**config.mk**
```make
export PLATFORM = sky130hd
export DESIGN_NAME = mem_arbiter
export DESIGN_NICKNAME = d
export VERILOG_FILES = /design/src/rtl/mem_arbiter.sv
export SDC_FILE = /design/constraint.sdc
export NUM_CORES = 1
export LEC_CHECK = 0
export CAP_MARGIN = 20
export CORE_AREA = 8 8 87 89
export DETAILED_ROUTE_END_ITERATION = 6
export DIE_AREA = 0 0 95 97
export GPL_TIMING_DRIVEN = 1
export PLACE_DENSITY = 0.8
export REMOVE_ABC_BUFFERS = 1
export SLEW_MARGIN = 20
export SYNTH_ARGS = -nofsm -noshare
export SYNTH_HDL_FRONTEND = slang
export SYNTH_SLANG_ARGS = --single-unit
```
**constraint.sdc**
```tcl
create_clock -name clk -period 1.45 [get_ports clk]
set_input_delay 0.29 -clock clk [delete_from_list [all_inputs] [get_ports clk]]
set_output_delay 0.29 -clock clk [all_outputs]
set_load 0.05 [all_outputs]
```
**src/rtl/mem_arbiter.sv**
```systemverilog
// mem_arbiter
// Shares one single-port synchronous memory between the CPU (port 0) and a
// loader/debug master (port 1). Each access is granted round-robin, driven to
// memory from registered address/data/write lines, and completed with a
// one-cycle ack pulse. The ack carries the read data on the shared rd_data bus.
//
// Ports:
//   clk, reset                     clock, asynchronous active-high reset
//   req0/1, wr0/1                  request and write flag per port
//   addr0/1, wr_data0/1            access address and write data per port
//   grant0/1                       port owns memory (access + capture states)
//   ack0/1                         one-cycle completion pulse
//   rd_data                        read data, valid while the owner's ack is high
//   busy                           arbiter is not idle
//   mem_addr, mem_wr_data, mem_wr  registered memory command
//   mem_rd_data                    memory read data, one cycle after mem_addr
module mem_arbiter #(
    parameter int ADDR_WIDTH = 8,
    parameter int DATA_WIDTH = 16
) (
    input  logic                  clk,
    input  logic                  reset,
    input  logic                  req0,
    input  logic                  req1,
    input  logic                  wr0,
    input  logic                  wr1,
    input  logic [ADDR_WIDTH-1:0] addr0,
    input  logic [ADDR_WIDTH-1:0] addr1,
    input  logic [DATA_WIDTH-1:0] wr_data0,
    input  logic [DATA_WIDTH-1:0] wr_data1,
    output logic                  grant0,
    output logic                  grant1,
    output logic                  ack0,
    output logic                  ack1,
    output logic [DATA_WIDTH-1:0] rd_data,
    output logic                  busy,
    output logic [ADDR_WIDTH-1:0] mem_addr,
    output logic [DATA_WIDTH-1:0] mem_wr_data,
    output logic                  mem_wr,
    input  logic [DATA_WIDTH-1:0] mem_rd_data
);

    typedef enum logic [1:0] {
        S_IDLE    = 2'd0,
        S_ACCESS  = 2'd1,
        S_CAPTURE = 2'd2
    } state_t;

    state_t state_reg;
    state_t state_next;

    logic [1:0]            req_vec;
    logic [1:0]            elig;
    logic [1:0]            ack_reg;
    logic [1:0]            grant_vec;
    logic                  last_reg;      // most recently served port
    logic                  op_wr_reg;     // owner's access is a write
    logic                  pick;          // port selected in S_IDLE
    logic [ADDR_WIDTH-1:0] mem_addr_reg;
    logic [DATA_WIDTH-1:0] mem_wr_data_reg;
    logic                  mem_wr_reg;
    logic [DATA_WIDTH-1:0] rd_data_reg;

    assign req_vec = {req1, req0};

    // A port whose ack is high this cycle is masked, so the request it is
    // still holding (or has just replaced) is not taken for the old one.
    genvar gi;
    generate
        for (gi = 0; gi < 2; gi++) begin : g_elig
            assign elig[gi] = req_vec[gi] & ~ack_reg[gi];
        end
    endgenerate

    // Tie goes to the port that was not served last.
    assign pick = (elig == 2'b11) ? ~last_reg : elig[1];

    // State register
    always_ff @(posedge clk or posedge reset) begin
        if (reset) begin
            state_reg <= S_IDLE;
        end else begin
            state_reg <= state_next;
        end
    end

    // Next-state logic
    always_comb begin
        state_next = state_reg;
        case (state_reg)
            S_IDLE:    if (|elig) state_next = S_ACCESS;
            S_ACCESS:  state_next = S_CAPTURE;
            S_CAPTURE: state_next = S_IDLE;
            default:   state_next = S_IDLE;
        endcase
    end

    // Output logic: the owner is always last_reg while not idle.
    always_comb begin
        grant_vec = 2'b00;
        busy      = 1'b0;
        if (state_reg != S_IDLE) begin
            busy      = 1'b1;
            grant_vec = last_reg ? 2'b10 : 2'b01;
        end
    end

    // Datapath registers
    always_ff @(posedge clk or posedge reset) begin
        if (reset) begin
            last_reg        <= 1'b1;
            op_wr_reg       <= 1'b0;
            mem_addr_reg    <= '0;
            mem_wr_data_reg <= '0;
            mem_wr_reg      <= 1'b0;
            rd_data_reg     <= '0;
            ack_reg         <= 2'b00;
        end else begin
            ack_reg <= 2'b00;
            case (state_reg)
                S_IDLE: begin
                    if (|elig) begin
                        last_reg        <= pick;
                        mem_addr_reg    <= pick ? addr1 : addr0;
                        mem_wr_data_reg <= pick ? wr_data1 : wr_data0;
                        mem_wr_reg      <= pick ? wr1 : wr0;
                        op_wr_reg       <= pick ? wr1 : wr0;
                    end
                end
                S_ACCESS: begin
                    mem_wr_reg <= 1'b0;
                end
                S_CAPTURE: begin
                    // Writes leave the previous read data on the bus.
                    if (!op_wr_reg) begin
                        rd_data_reg <= mem_rd_data;
                    end
                    ack_reg <= last_reg ? 2'b10 : 2'b01;
                end
                default: begin
                    mem_wr_reg <= 1'b0;
                end
            endcase
        end
    end

    assign grant0      = grant_vec[0];
    assign grant1      = grant_vec[1];
    assign ack0        = ack_reg[0];
    assign ack1        = ack_reg[1];
    assign rd_data     = rd_data_reg;
    assign mem_addr    = mem_addr_reg;
    assign mem_wr_data = mem_wr_data_reg;
    assign mem_wr      = mem_wr_reg;

endmodule

```
==> results of run 1 <==
worst max-delay path, stage by stage, from the launching register on:
cell and delay (ps):
dfstp_2 580, inv_2 60, nor2_4 100, buf_12 140
power breakdown:
group	internal (mW)	switching [mW]	total [mW]	leakage (nW)
Clock	0.385	0.413	0.798	0.0482
Combinational	3.51	3.57	7.08	1.15
Sequential	1.98	0.696	2.68	0.570
Total	5.88	4.68	10.6	1.77
final timing paths:
| path | from | endpoint | slack (ps) |
|---|---|---|---|
| worst max-delay path | last_reg | grant1 | -4 |
| worst min-delay path | reset | rd_data[7] | 370 |
| worst max register to register | ack_reg[1] | mem_wr_data[10] | 10 |
| worst min register to register | state_reg[1] | state_reg[1] | 540 |
| max in group asynchronous | reset | last_reg | 810 |
| min in group clk | state_reg[1] | state_reg[1] | 540 |
stage by stage:
stage	util	setup TNS [ps]	hold WS (ps)	instances
after floorplan	-	-19300	424.7	159
after global placement	0.6102	-7350	463.9	361
after detailed placement	0.6102	-7738	481.3	361
after CTS	0.6413	-15.17	379.0	375
after global routing	0.6479	-665.0	385.7	377
final	0.6479	-4.054	371.3	377
synthesized netlist by cell type, types with 2 or more instances:
cell and n:
nor2_1 6, o21ai_0 8, dfrtp_1 46, mux2_1 4
clkbuf_1 3, o21ai_1 19, nor2b_1 2, inv_1 4
buf_12 3, nor2b_4 2, mux2i_1 25, nand2_1 25
mux2_2 13
routing by layer:
layer | up-vias | wire (um) | GRT usage
met5 | - | 0 | 0
met4 | 0 | 68 | 0.03125
met3 | 6 | 621 | 0.06569
met2 | 82 | 2934 | 0.2190
met1 | 790 | 2438 | 0.1526
li1 | 828 | - | -
kinds of logic (layout without fill, tap and decap cells):
logic type,count (synthesis),in the layout,share of synthesized area
AO/OA/AOI/OAI,29,29,0.07898
flip-flops,47,47,0.5717
buffers and inverters,13,145,0.05042
multiplexers,42,42,0.2145
AND/OR/NAND/NOR,37,37,0.08445
cell type report:
class	count	share of cell area
Sequential cell	47	0.2935
Clock buffer	7	0.02148
Inverter	4	0.003735
Timing Repair Buffer	133	0.4519
Multi-Input combinational cell	108	0.2042
Tap cell	77	0.02397
Clock inverter	1	0.001245
cells in the final DEF (no fill, tap or decap), types with 3 or more instances in the layout:
master and instances:
mux2_2 13, nand2_1 25, mux2_1 4, o21ai_1 25, buf_4 9, nor2_4 3, dfrtp_1 44, buf_12 48
nor2_1 4, buf_6 5, clkbuf_8 6, clkdlybuf4s50_1 68, mux2i_1 22
timing repair:
action / in CTS / in global routing
cloned: 1 / 0
buffers inserted: 5 / 2
endpoints found under the setup margin: 7 / 40
resized for setup: 15 / 11
pin swaps: 3 / 3
==> results.toml, run 1 <==
[routing]
ant_nets = 0
wl_um = 6063
drtPass1Iterations = 4
drc = 0
drt_iter0_markers = 38
avgViaCountPerCell = 4.525
wl_per_cell_um = 16.08
vias = 1706

[clock_network]
clkTransAtPathRegs_ps = 90
cts-root-buf = "clkbuf_8"
htree_levels = 2
cts.sinks = 47
clock_path_buffers = 2
cts_buffers = 5
holdBufCountCts = 0
clkLatencyLatePin_ps = 290
cts_tree = "yes"

[cells_and_area]
fin_area_sq_mm = 0.004020
layout-drive-gt1-share = 0.3300
num-nets-final = 369
diodes = 0
synthToLayoutAreaGrowth_pct = 95.20
nFillCells = 477
multiInputGateArea_sq_um = 820.8
regArea_sq_mm = 0.001180

[run_status]
violations = "setup timing"
status = "finished, violations left"

[setup_path]
end_kind = "primary output"
start_kind = "flop"
arrival_ps = 1160
reg2reg_depth = 6
path_max_fanout = 4
crit_type = "reg2out"
cp.required_ps = 1160

[yosys]
synth_top_flop_cell = "dfrtp_1"
synth_cell_type_count = 21
synth.top_cells.by_area = "dfrtp_1, mux2i_1, mux2_2"
synth_edf_count = 0
ys_seq_area_frac = 0.5717
ys.warnings.count = 0
synthCells = 168
yosys.area.top_type = "dfrtp_1"
async_flop_share = 1.000
synth-seq-cells = 47
yosysTopAreaCellShare = 0.5589
netlist_area_sq_mm = 0.002059
avgSynthCellArea_sq_um = 12.26

[timing]
max_freq_mhz = 687.7
period_share = 1.003
setup_slack_ps = -4.054
worstMarginPinSlew_ps = 258.7
fin_skew_ps = 7.849
slew_headroom = 0.8275
final_max_slew_viol_count = 0
layout_min_cycle_time_ps = 1454
setup_violations = 1
finalHoldViolCount = 0
rsz0062_at_grt = "yes"

[global_routing]
antenna_found_initial = 0
grt_pass1_wl_um = 9860
grtUsageTotal = 0.1343
overflow = 0
grt_start_max_net_pins = 48
grt_pass1_vias = 1912

[placement]
post_dp_cell_area_sq_mm = 0.003786
dp_slack_ps = -333.1
port_buffers = 115
hpwl_um = 4869
place.gp.congestion = 0.6997

[power]
power_mw = 10.56
peakVddDrop_mv = 1.591
p_leak_nw = 1.772
power.density_mw_per_mm2 = 2627

[floorplanning]
core_sq_mm = 0.006205
dieWidth_um = 95
initial_core_util = 0.3319
die_area_sq_mm = 0.009215
fp-row-count = 29
die_y_um = 97
num_io_pins = 116

[job]
cap_violations = 0

[hold_path]
hold_class = "in2async"
Power figures use the tool's default switching activity.
==> run 2, diff against run 1 <==
--- a/config.mk
+++ b/config.mk
@@ -12,6 +12,7 @@
 export GPL_TIMING_DRIVEN = 1
 export PLACE_DENSITY = 0.8
 export REMOVE_ABC_BUFFERS = 1
+export SKIP_CTS_REPAIR_TIMING = 1
 export SLEW_MARGIN = 20
 export SYNTH_ARGS = -nofsm -noshare
 export SYNTH_HDL_FRONTEND = slang
==> results.toml, run 2 (synthesized netlist as in run 1, its figures left out) <==
[timing]
fin_tns_setup_ps = -57.59
fin_skew_ps = 7.744
setup_violations = 5
worstMarginPinSlew_ps = 277.6
finalHoldViolCount = 0
layout_min_cycle_time_ps = 1476
rsz0062_at_grt = "yes"
setup_slack_ps = -25.67
period_share = 1.018
slew_headroom = 0.8145
max_freq_mhz = 677.7
final_max_slew_viol_count = 0

[routing]
vias = 1709
drt_iter0_markers = 29
wl_um = 6042
drtPass1Iterations = 4
ant_nets = 0
wl_per_cell_um = 16.16
avgViaCountPerCell = 4.570
drc = 0

[run_status]
status = "finished, violations left"
violations = "setup timing"

[clock_network]
cts-root-buf = "clkbuf_8"
htree_levels = 2
cts_tree = "yes"
cts_buffers = 5
clkTransAtPathRegs_ps = 80
clkLatencyLatePin_ps = 290
clock_path_buffers = 2
cts.sinks = 47

[floorplanning]
initial_core_util = 0.3319
dieWidth_um = 95
num_io_pins = 116
fp-row-count = 29
core_sq_mm = 0.006205
die_area_sq_mm = 0.009215
die_y_um = 97

[placement]
hpwl_um = 4869
dp.cells = 361
port_buffers = 115
dp_slack_ps = -333.1
place.gp.congestion = 0.6997

[global_routing]
overflow = 0
grt_start_max_net_pins = 48
antenna_found_initial = 0
grt_pass1_vias = 1858
grt_pass1_wl_um = 9584
grtUsageTotal = 0.1305

[hold_path]
hold_class = "in2async"

[cells_and_area]
utilization = 0.6429
diodes = 0
synthToLayoutAreaGrowth_pct = 93.68
final_common_cell = "clkdlybuf4s50_1"
num-nets-final = 366
layout-drive-gt1-share = 0.3266
most-common-layout-cells = "clkdlybuf4s50_1, buf_12, dfrtp_1, o21ai_1, nand2_1"
stdcell_count = 374
nFillCells = 479

[setup_path]
cp.required_ps = 1620
end_kind = "flop"
start_kind = "flop"
crit_type = "reg2reg"
path_max_fanout = 4
r2r_setup_slack_ps = -30
reg2reg_depth = 5
arrival_ps = 1640
timing.rr.end = "mem_wr"
r2r-start = "ack_reg[1]"

[job]
cap_violations = 0

[power]
peakVddDrop_mv = 1.596
power_mw = 10.51
power.density_mw_per_mm2 = 2636
p_leak_nw = 1.762
==> run 2: worst max path at each step <==
| stage | from | end | slack (ps) | depth (start not counted) |
|---|---|---|---|---|
| after floorplan | ack_reg[0] | last_reg | -850 | 3 |
| after global placement | req1 | mem_wr_data[11] | -310 | 6 |
| after detailed placement | req1 | mem_wr | -330 | 6 |
| after CTS | last_reg | grant1 | -190 | 3 |
| after global routing | last_reg | grant1 | -80 | 3 |
| final | ack_reg[1] | mem_wr | -30 | 5 |
==> run 2: routing by layer <==
layer  share of wire  track usage
met3            0.10      0.06414
met4           0.011      0.03005
met2            0.48       0.2082
met1            0.40       0.1522
met5               0            0
==> run 2: critical path, cell delays in order (launching register included) <==
cell and delay [ps]:
dfrtp_1 410, nor2b_4 130, a21boi_4 310, buf_6 180, mux2i_4 230, o21ai_1 90
==> run 2: layout make-up <==
class / instances / area [sq um] / share of cell area
clock buffer: 7 / 86.33 / 0.02164
inverter: 4 / 15.01 / 0.003764
timing repair buffer: 130 / 1784 / 0.4473
sequential: 47 / 1179 / 0.2955
tap: 77 / 96.34 / 0.02415
multi-input combinational: 108 / 823.3 / 0.2064
clock inverter: 1 / 5.005 / 0.001255
==> run 2: per-stage QoR <==
stage                     area [sq um]  hold slack [ps]
after floorplan                   1971            424.7
after global routing              3989            385.7
after detailed placement          3786            481.3
final                             3989            370.8
after CTS                         3877            379.0
after global placement            3786            463.9
==> run 2: power breakdown <==
group	total, mW	internal [mW]	switching [mW]
Clock	0.798	0.385	0.413
Sequential	2.68	1.98	0.698
Combinational	7.03	3.47	3.57
==> run 3, diff against run 2 <==
--- a/config.mk
+++ b/config.mk
@@ -5,12 +5,12 @@
 export SDC_FILE = /design/constraint.sdc
 export NUM_CORES = 1
 export LEC_CHECK = 0
-export CAP_MARGIN = 20
 export CORE_AREA = 8 8 87 89
 export DETAILED_ROUTE_END_ITERATION = 6
 export DIE_AREA = 0 0 95 97
 export GPL_TIMING_DRIVEN = 1
 export PLACE_DENSITY = 0.8
+export RECOVER_POWER = 25
 export REMOVE_ABC_BUFFERS = 1
 export SKIP_CTS_REPAIR_TIMING = 1
 export SLEW_MARGIN = 20
==> results.toml, run 3 (synthesized netlist as in run 1, its figures left out) <==
[floorplanning]
initial_core_util = 0.3319
core_sq_mm = 0.006205
die_y_um = 97
dieWidth_um = 95
num_io_pins = 116
die_area_sq_mm = 0.009215
fp-row-count = 29

[global_routing]
antenna_found_initial = 0
grt_start_max_net_pins = 48
grt_pass1_vias = 1858
grt_pass1_wl_um = 9584
overflow = 0
grtUsageTotal = 0.1305

[timing]
setup_violations = 5
final_max_slew_viol_count = 0
worstMarginPinSlew_ps = 650.9
slew_headroom = 0.5661
max_freq_mhz = 677.6
fin_skew_ps = 8.257
rsz0062_at_grt = "yes"
layout_min_cycle_time_ps = 1476
fin_tns_setup_ps = -59.37
period_share = 1.018
setup_slack_ps = -25.84
finalHoldViolCount = 0

[setup_path]
arrival_ps = 1640
r2r_setup_slack_ps = -30
reg2reg_depth = 5
crit_type = "reg2reg"
endpoint = "mem_wr"
start_kind = "flop"
timing.rr.end = "mem_wr"
path_max_fanout = 4
cp.required_ps = 1620
end_kind = "flop"
r2r-start = "ack_reg[1]"
cp-startpoint = "ack_reg[1]"

[routing]
drc = 0
vias = 1718
drtPass1Iterations = 4
avgViaCountPerCell = 4.594
ant_nets = 0
drt_iter0_markers = 31
wl_um = 6018
wl_per_cell_um = 16.09

[hold_path]
hold_class = "reg2reg"

[clock_network]
cts.sinks = 47
clkLatencyLatePin_ps = 290
htree_levels = 2
clkTransAtPathRegs_ps = 80
clock_path_buffers = 2
cts-root-buf = "clkbuf_8"
cts_tree = "yes"
cts_buffers = 5

[cells_and_area]
final_common_cell = "clkdlybuf4s50_1"
stdcell_count = 374
most-common-layout-cells = "clkdlybuf4s50_1, buf_12, dfrtp_1, o21ai_1, nand2_1"
regArea_sq_mm = 0.001179
diodes = 0
nFillCells = 481
multiInputGateArea_sq_um = 823.3
layout-drive-gt1-share = 0.3232
synthToLayoutAreaGrowth_pct = 93.07
num-nets-final = 366

[power]
p_leak_nw = 1.755
peakVddDrop_mv = 1.597
power_mw = 10.51
power.density_mw_per_mm2 = 2642

[placement]
hpwl_um = 4869
place.gp.congestion = 0.6997
port_buffers = 115
dp.cells = 361

[run_status]
violations = "setup timing"
status = "finished, violations left"

[job]
cap_violations = 0
## run 3: cell count changes in the layout (fill, tap and decap cells not counted), sizes merged
cell / previous run / this run
buf: 60 / 59
clkbuf: 8 / 9
dlygate4sd3: 0 / 1
clkinv: 1 / 2
clkdlybuf4s50: 68 / 67
inv: 4 / 3
## run 3: how the worst min path moves through the flow
stage                     depth (start not counted)           start  slack, ps            to
after detailed placement                          1    state_reg[1]        480  state_reg[1]
after CTS                                         3           reset        380   rd_data[11]
after floorplan                                   1  mem_rd_data[5]        420    rd_data[5]
after global routing                              1    state_reg[1]        530  state_reg[1]
after global placement                            1    state_reg[1]        460  state_reg[1]
final                                             1    state_reg[1]        500  state_reg[1]
## run 3: metrics by stage
stage | utilization | hold WS (ps) | cell area, sq um | worst slack (ps)
6_report | 0.6409 | 501.2 | 3976 | -25.84
3_5_place_dp | 0.6102 | 481.3 | 3786 | -333.1
3_3_place_gp | 0.6102 | 463.9 | 3786 | -307.8
2_1_floorplan | - | 424.7 | 1971 | -846.7
4_1_cts | 0.6249 | 379.0 | 3877 | -185.6
5_1_grt | 0.6409 | 527.5 | 3976 | -83.60
## run 3: cell type report
type	count	area share
Sequential cell	47	0.2964
Multi-Input combinational cell	108	0.2070
Inverter	4	0.003776
Timing Repair Buffer	130	0.4456
Clock buffer	7	0.02171
Tap cell	77	0.02423
Clock inverter	1	0.001259
## run 3: power breakdown
group	switching, mW	leakage (nW)	internal (mW)
Clock	0.413	0.0482	0.385
Combinational	3.57	1.14	3.46
Sequential	0.700	0.571	1.98
Total	4.68	1.75	5.83
## run 3: worst max-delay path: stages, from the launching register on
cell and delay, ps:
dfrtp_1 410, nor2b_4 140, a21boi_4 310, buf_6 180, mux2i_4 230, o21ai_1 90
## run 3: per-layer routing
metal | vias up | wire length, um | global-route usage
li1 | 824 | - | -
met1 | 806 | 2407 | 0.1522
met2 | 82 | 2922 | 0.2082
met3 | 6 | 619 | 0.06414
met4 | 0 | 69 | 0.03005
met5 | - | 0 | 0
